`config.mk`:
```
export PLATFORM = sky130hd
export DESIGN_NAME = multicycle_controller
export DESIGN_NICKNAME = d
export VERILOG_FILES = /design/src/rtl/mc_ctrl_pkg.sv /design/src/rtl/multicycle_controller.sv
export SDC_FILE = /design/constraint.sdc
export NUM_CORES = 1
export LEC_CHECK = 0
export ABC_AREA = 1
export CAP_MARGIN = 20
export CELL_PAD_IN_SITES_DETAIL_PLACEMENT = 0
export CELL_PAD_IN_SITES_GLOBAL_PLACEMENT = 1
export CORE_UTILIZATION = 25
export CTS_BUF_LIST = sky130_fd_sc_hd__clkbuf_8
export CTS_CLUSTER_DIAMETER = 100
export DETAILED_ROUTE_END_ITERATION = 16
export HOLD_SLACK_MARGIN = 0.15
export PLACE_DENSITY_LB_ADDON = 0.25
export SYNTH_ARGS = -nofsm -noshare
export SYNTH_HDL_FRONTEND = slang
export SYNTH_SLANG_ARGS = --single-unit
export TNS_END_PERCENT = 10
```
`constraint.sdc`:
```
create_clock -name clk -period 1.5 [get_ports clk]
set_input_delay 0.225 -clock clk [delete_from_list [all_inputs] [get_ports clk]]
set_output_delay 0.225 -clock clk [all_outputs]
set_load 0.01 [all_outputs]
```
`src/rtl/mc_ctrl_pkg.sv`:
```
// Shared encodings for the multi-cycle MIPS controller: FSM states, opcodes
// and the datapath select codes driven by the controller.
package mc_ctrl_pkg;

   typedef enum logic [3:0] {
      FETCH  = 4'd0,
      DECODE = 4'd1,
      MEMADR = 4'd2,
      MEMRD  = 4'd3,
      MEMWB  = 4'd4,
      MEMWR  = 4'd5,
      REXEC  = 4'd6,
      RWB    = 4'd7,
      ADDIEX = 4'd8,
      ADDIWB = 4'd9,
      BRANCH = 4'd10,
      JUMP   = 4'd11,
      FPEXEC = 4'd12,
      FPWB   = 4'd13
   } state_t;

   localparam logic [5:0] OP_RTYPE = 6'b000000;
   localparam logic [5:0] OP_FP    = 6'b110011;
   localparam logic [5:0] OP_ADDI  = 6'b001000;
   localparam logic [5:0] OP_LW    = 6'b100011;
   localparam logic [5:0] OP_SW    = 6'b101011;
   localparam logic [5:0] OP_BEQ   = 6'b000100;
   localparam logic [5:0] OP_J     = 6'b000010;

   localparam logic [1:0] ALUOP_ADD   = 2'b00;
   localparam logic [1:0] ALUOP_SUB   = 2'b01;
   localparam logic [1:0] ALUOP_FUNCT = 2'b10;

   localparam logic [1:0] SRCB_REG    = 2'b00;
   localparam logic [1:0] SRCB_FOUR   = 2'b01;
   localparam logic [1:0] SRCB_IMM    = 2'b10;
   localparam logic [1:0] SRCB_IMM_SH = 2'b11;

   localparam logic [1:0] PCSRC_ALU    = 2'b00;
   localparam logic [1:0] PCSRC_ALUOUT = 2'b01;
   localparam logic [1:0] PCSRC_JUMP   = 2'b10;

   // First execute state for an opcode; FETCH marks an unsupported opcode.
   function automatic state_t decode_target(input logic [5:0] op);
      case (op)
         OP_RTYPE:     return REXEC;
         OP_FP:        return FPEXEC;
         OP_ADDI:      return ADDIEX;
         OP_LW, OP_SW: return MEMADR;
         OP_BEQ:       return BRANCH;
         OP_J:         return JUMP;
         default:      return FETCH;
      endcase
   endfunction

endpackage

```
`src/rtl/multicycle_controller.sv`:
```
// Multi-cycle control FSM for the shared MIPS datapath, with memory-ready
// and FP start/done handshakes and an FP timeout.
module multicycle_controller
   import mc_ctrl_pkg::*;
#(
   parameter int FP_TIMEOUT = 16
) (
   input  logic       clk,
   input  logic       rst_n,
   input  logic [5:0] opcode,
   input  logic       zero,
   input  logic       mem_ready,
   input  logic       fp_done,
   output logic       PCWrite,
   output logic       PCWriteCond,
   output logic       IorD,
   output logic       MemRead,
   output logic       MemWrite,
   output logic       IRWrite,
   output logic       MemtoReg,
   output logic       RegDst,
   output logic       RegWrite,
   output logic       ALUSrcA,
   output logic [1:0] ALUSrcB,
   output logic [1:0] ALUOp,
   output logic [1:0] PCSource,
   output logic       floating,
   output logic       fp_start,
   output logic       illegal_op,
   output logic       fp_timeout,
   output logic       instr_done,
   output logic [3:0] state
);

   localparam int            CW       = $clog2(FP_TIMEOUT);
   localparam logic [CW-1:0] CNT_LAST = CW'(FP_TIMEOUT - 1);

   state_t        st;
   state_t        nxt;
   logic [CW-1:0] cnt;
   logic          fp_first;

   // Branch-taken gating on zero happens in the datapath, not here.
   logic unused_zero;
   assign unused_zero = zero;

   assign state = st;

   always_ff @(posedge clk or negedge rst_n) begin
      if (!rst_n) begin
         st       <= FETCH;
         cnt      <= '0;
         fp_first <= 1'b0;
      end else begin
         st       <= nxt;
         fp_first <= (st == DECODE) && (nxt == FPEXEC);
         cnt      <= ((st == FPEXEC) && (nxt == FPEXEC)) ? cnt + 1'b1 : '0;
      end
   end

   // Handshakes: mem_ready and fp_done are single-cycle completion strobes.
   // They are sampled only in the states waiting on them (FETCH/MEMRD/MEMWR
   // and FPEXEC); while low, the waiting state simply holds.
   always_comb begin
      nxt         = st;
      PCWrite     = 1'b0;
      PCWriteCond = 1'b0;
      IorD        = 1'b0;
      MemRead     = 1'b0;
      MemWrite    = 1'b0;
      IRWrite     = 1'b0;
      MemtoReg    = 1'b0;
      RegDst      = 1'b0;
      RegWrite    = 1'b0;
      ALUSrcA     = 1'b0;
      ALUSrcB     = SRCB_REG;
      ALUOp       = ALUOP_ADD;
      PCSource    = PCSRC_ALU;
      floating    = 1'b0;
      fp_start    = 1'b0;
      illegal_op  = 1'b0;
      fp_timeout  = 1'b0;
      instr_done  = 1'b0;
      case (st)
         FETCH: begin
            MemRead = 1'b1;
            ALUSrcB = SRCB_FOUR;
            if (mem_ready) begin
               IRWrite = 1'b1;
               PCWrite = 1'b1;
               nxt     = DECODE;
            end
         end
         DECODE: begin
            ALUSrcB = SRCB_IMM_SH;
            nxt     = decode_target(opcode);
            if (nxt == FETCH) begin
               illegal_op = 1'b1;
               instr_done = 1'b1;
            end
         end
         MEMADR: begin
            ALUSrcA = 1'b1;
            ALUSrcB = SRCB_IMM;
            nxt     = (opcode == OP_LW) ? MEMRD : MEMWR;
         end
         MEMRD: begin
            MemRead = 1'b1;
            IorD    = 1'b1;
            if (mem_ready) nxt = MEMWB;
         end
         MEMWB: begin
            RegWrite   = 1'b1;
            MemtoReg   = 1'b1;
            instr_done = 1'b1;
            nxt        = FETCH;
         end
         MEMWR: begin
            MemWrite = 1'b1;
            IorD     = 1'b1;
            if (mem_ready) begin
               instr_done = 1'b1;
               nxt        = FETCH;
            end
         end
         REXEC: begin
            ALUSrcA = 1'b1;
            ALUOp   = ALUOP_FUNCT;
            nxt     = RWB;
         end
         RWB: begin
            RegDst     = 1'b1;
            RegWrite   = 1'b1;
            instr_done = 1'b1;
            nxt        = FETCH;
         end
         ADDIEX: begin
            ALUSrcA = 1'b1;
            ALUSrcB = SRCB_IMM;
            nxt     = ADDIWB;
         end
         ADDIWB: begin
            RegWrite   = 1'b1;
            instr_done = 1'b1;
            nxt        = FETCH;
         end
         BRANCH: begin
            ALUSrcA     = 1'b1;
            ALUOp       = ALUOP_SUB;
            PCWriteCond = 1'b1;
            PCSource    = PCSRC_ALUOUT;
            instr_done  = 1'b1;
            nxt         = FETCH;
         end
         JUMP: begin
            PCWrite    = 1'b1;
            PCSource   = PCSRC_JUMP;
            instr_done = 1'b1;
            nxt        = FETCH;
         end
         FPEXEC: begin
            floating = 1'b1;
            ALUSrcA  = 1'b1;
            ALUOp    = ALUOP_FUNCT;
            fp_start = fp_first;
            // A result arriving on the last allowed cycle still wins.
            if (fp_done) begin
               nxt = FPWB;
            end else if (cnt == CNT_LAST) begin
               fp_timeout = 1'b1;
               instr_done = 1'b1;
               nxt        = FETCH;
            end
         end
         FPWB: begin
            floating   = 1'b1;
            RegDst     = 1'b1;
            RegWrite   = 1'b1;
            instr_done = 1'b1;
            nxt        = FETCH;
         end
         default: nxt = FETCH;
      endcase
   end

endmodule

```
==> results.txt, run 1 <==
----------------------------------------------------
[Synth]
  Ys Warns ... 0
  Number of synthesized flops with an enable pin ... 0
  Gate count after technology mapping ... 143
  Number of distinct library cells after synthesis ... 21
  Post-Synthesis Net Count ... 155
  Synth Cell Area ... 840.8 sq um
  Mean post-synth cell area ... 5.880 sq um
  Share of synthesized area occupied by flip-flops and latches ... 26.79%
  Main synth FF type ... dfrtp_1
  Synthesized flop and latch total ... 9
  Proportion of synthesized flip-flops having asynchronous set or reset ... 100.0%

[CTS]
  Cts bufs inserted ... 3
  H-tree level count ... 1
  Clock tree from TritonCTS ... built
  Clock-pin slew of the registers on the worst-case setup and hold paths ... 0.05 ns
  Clock tree buffer depth ... 2
  Clock Root Buffer ... clkbuf_8
  Clock latency of the later-clocked register in the worst-skew pair ... 0.23 ns
  Hold-fix buffers, CTS ... 0
  Clock sink count ... 9

[Timing]
  Achievable frequency ... 565.0 MHz
  Setup repair after global routing missed its margin ... yes
  Setup WS post-layout ... -0.2698 ns
  Clk_skew ... 0.001587 ns
  Total count of max-transition violations in the final report ... 0
  Final setup vio count ... 24
  Fin crit period ... 1.770 ns
  Final critical-path share of the clock period ... 118.0%
  Final Hold Vio Count ... 0
  Rel. slew slack ... 72.61%
  Setup TNS Final ... -3.178 ns
  Slew at the pin with the worst max-slew slack ... 0.4095 ns

[Floorplan]
  Die footprint ... 3599 sq um
  Core box area ... 3128 sq um
  Effective utilization at floorplan ... 26.88%
  Die X ... 60.00 microns
  Ports ... 36
  DIE HEIGHT ... 60.00 microns
  Number of cell rows ... 20

[Drt]
  Post-route DRC violation count ... 0
  Per-cell routed wire length ... 10.74 microns
  Post-detailed-route count of antenna-violating nets ... 0
  Total length of routed wires ... 2964 microns
  Total via count after detailed routing ... 1172
  Pre-Repair DR Iteration Count ... 4
  First-iteration detailed-routing DRC count ... 41
  Avg Vias per Cell ... 4.246

[Power]
  Clk pwr share ... 14.5%
  Switch share ... 41.15%
  Gate power share ... 69.3%
  Lkg Pwr ... 0.0009786 uW
  Share of power burned in registers ... 16.2%
  Net switching power ... 799.2 uW
  Power Density ... 1110 nW/um^2
  IR Drop Worst-Case VDD ... 453.2 uV
  Internal power ... 1143 uW

[Setup path]
  WS Path Type ... reg -> out
  Worst Setup Start Kind ... flop
  Flop-to-flop setup slack ... -0.20 ns
  Critical Path RT ... 1.27 ns
  Top fanout value on the critical path ... 4
  Nature of the critical path endpoint ... output port
  Data arrival time of the worst path ... 1.54 ns

[Finish]
  Post-Layout Cell Count ... 276
  Synthesis-to-finish area growth ... 108.0%
  Share of post-route cells with drive strength above 1 ... 51.72%
  NumNets Final ... 245
  Total non-filler cell area in the finished layout ... 1749 sq um
  Highest-count cells in the layout ignoring fill and taps ... buf_4 (47), nand2_1 (25), inv_1 (22), nor2_1 (22)
  Most common cell after layout, fill and taps aside ... buf_4
  Count of antenna diodes in the layout ... 0

[Placement]
  Worst Setup Slack post-DPL ... -0.6698 ns
  Cell area after placement ... 1600 sq um
  Number of cells in the design after placement ... 267
  Total half-perimeter wirelength after legalization and detailed placement ... 2364 microns
  IO buf count ... 34
  Final GP Congestion ... 0.8888

[Global routing]
  Largest net degree at the start of global routing ... 10
  Grt ovf ... 0
  Initial antenna violation count ... 0
  Aggregate global-route resource usage ... 17.84%
  First-pass GRT wire length ... 4781 microns
  Vias in the first global route ... 1145

[Run status]
  Run status ... complete, but fails checks
  Violations in the final reports ... setup timing

[Job]
  Max-capacitance violation count ... 0

[Hold path]
  Class of the worst hold path ... in -> async

----------------------------------------------------
-- power by group through the flow --
stage          registers [uW]  clock network (uW)  logic (uW)
6_report                  315                 281        1350
5_1_grt                   317                 299        1450
4_1_cts                   313                 290        1310
3_5_place_dp              310                   0        1240
3_3_place_gp              310                   0        1230
2_1_floorplan             325                   0         471
-- stage by stage --
stage          utilization [%]  power [uW]  hold WS [ns]
2_1_floorplan                -       795.9      -0.07059
6_report                 55.92        1942        0.2895
3_5_place_dp             51.16        1547        0.5190
3_3_place_gp             51.16        1537        0.5103
5_1_grt                  55.92        2070        0.3070
4_1_cts                  54.88        1910        0.2930
-- path summary, 6_finish.rpt --
kind / from / end / depth (start not counted)
setup / recovery: state[1] / instr_done / 8
setup reg to reg: state[3] / cnt[3] / 12
max in group asynchronous: rst_n / state[1] / 1
min in group clk: cnt[0] / cnt[0] / 2
hold reg to reg: cnt[0] / cnt[0] / 2
hold / removal: rst_n / cnt[0] / 1
-- sequential cells by signal, indices dropped and copies added (netlist names) --
register / cells
state: 4
fp_first: 1
cnt: 4
-- kinds of logic after synthesis --
kind of cell,count (synthesis),synth area share (%)
xor+xnor,2,2.084
compound gates,8,7.291
simple gates,92,48.06
fa+ha+maj,1,1.488
flops,9,26.79
buf+inv,31,14.29
-- area by class of cell --
class | count | area, sq um
inverters | 30 | 117.6
well taps | 44 | 55.05
repair buffers | 86 | 683.2
fillers | 294 | 1379
multi-input cells | 103 | 616.8
clock buffers | 3 | 41.29
flip-flops and latches | 9 | 230.2
clock inverters | 1 | 5.005
-- worst max-delay path: stages, from the launching register on --
cell and delay [ns]:
dfrtp_2 0.42, buf_4 0.15, nor2_4 0.09, nand2_1 0.07, o211ai_1 0.12, o21ai_1 0.12
nor2_1 0.10, o211ai_1 0.10, buf_2 0.15
-- per-layer routing --
| metal | track usage, % | part of all wire (%) | vias to the layer above | wire [microns] |
|---|---|---|---|---|
| met3 | 3.680 | 4.9 | 5 | 146 |
| met1 | 20.71 | 43 | 504 | 1264 |
| met5 | 0 | 0 | - | 0 |
| li1 | - | - | 618 | - |
| met4 | 4.983 | 1.2 | 0 | 36 |
| met2 | 32.70 | 51 | 45 | 1517 |
-- cells in the mapped netlist (2+ instances only) --
| cell type | number | share of area, % |
|---|---|---|
| o22ai_1 | 2 | 1.5 |
| o21ai_0 | 2 | 1.2 |
| nor2_2 | 5 | 3.7 |
| inv_2 | 4 | 1.8 |
| nor2_1 | 36 | 16 |
| o211ai_1 | 2 | 1.8 |
| nand2_1 | 28 | 12 |
| nand2_2 | 4 | 3.0 |
| dfrtp_1 | 9 | 27 |
| inv_1 | 26 | 12 |
| nand3_1 | 14 | 8.3 |
| nand4_1 | 2 | 1.5 |
-- timing repair --
| action | 4_1_cts | 5_1_grt |
|---|---|---|
| pin swaps | 15 | 1 |
| setup buffers | 5 | 0 |
| endpoints found under the setup margin | 32 | 26 |
| cloned | 0 | 0 |
| resized for setup | 110 | 14 |
(Power assumes the default switching activity.)
==> run 2, diff against run 1 <==
Settings changed: CAP_MARGIN 20 to 10.
==> results of run 2 <==
Final layout, timing and power as in run 1 (identical DEF).
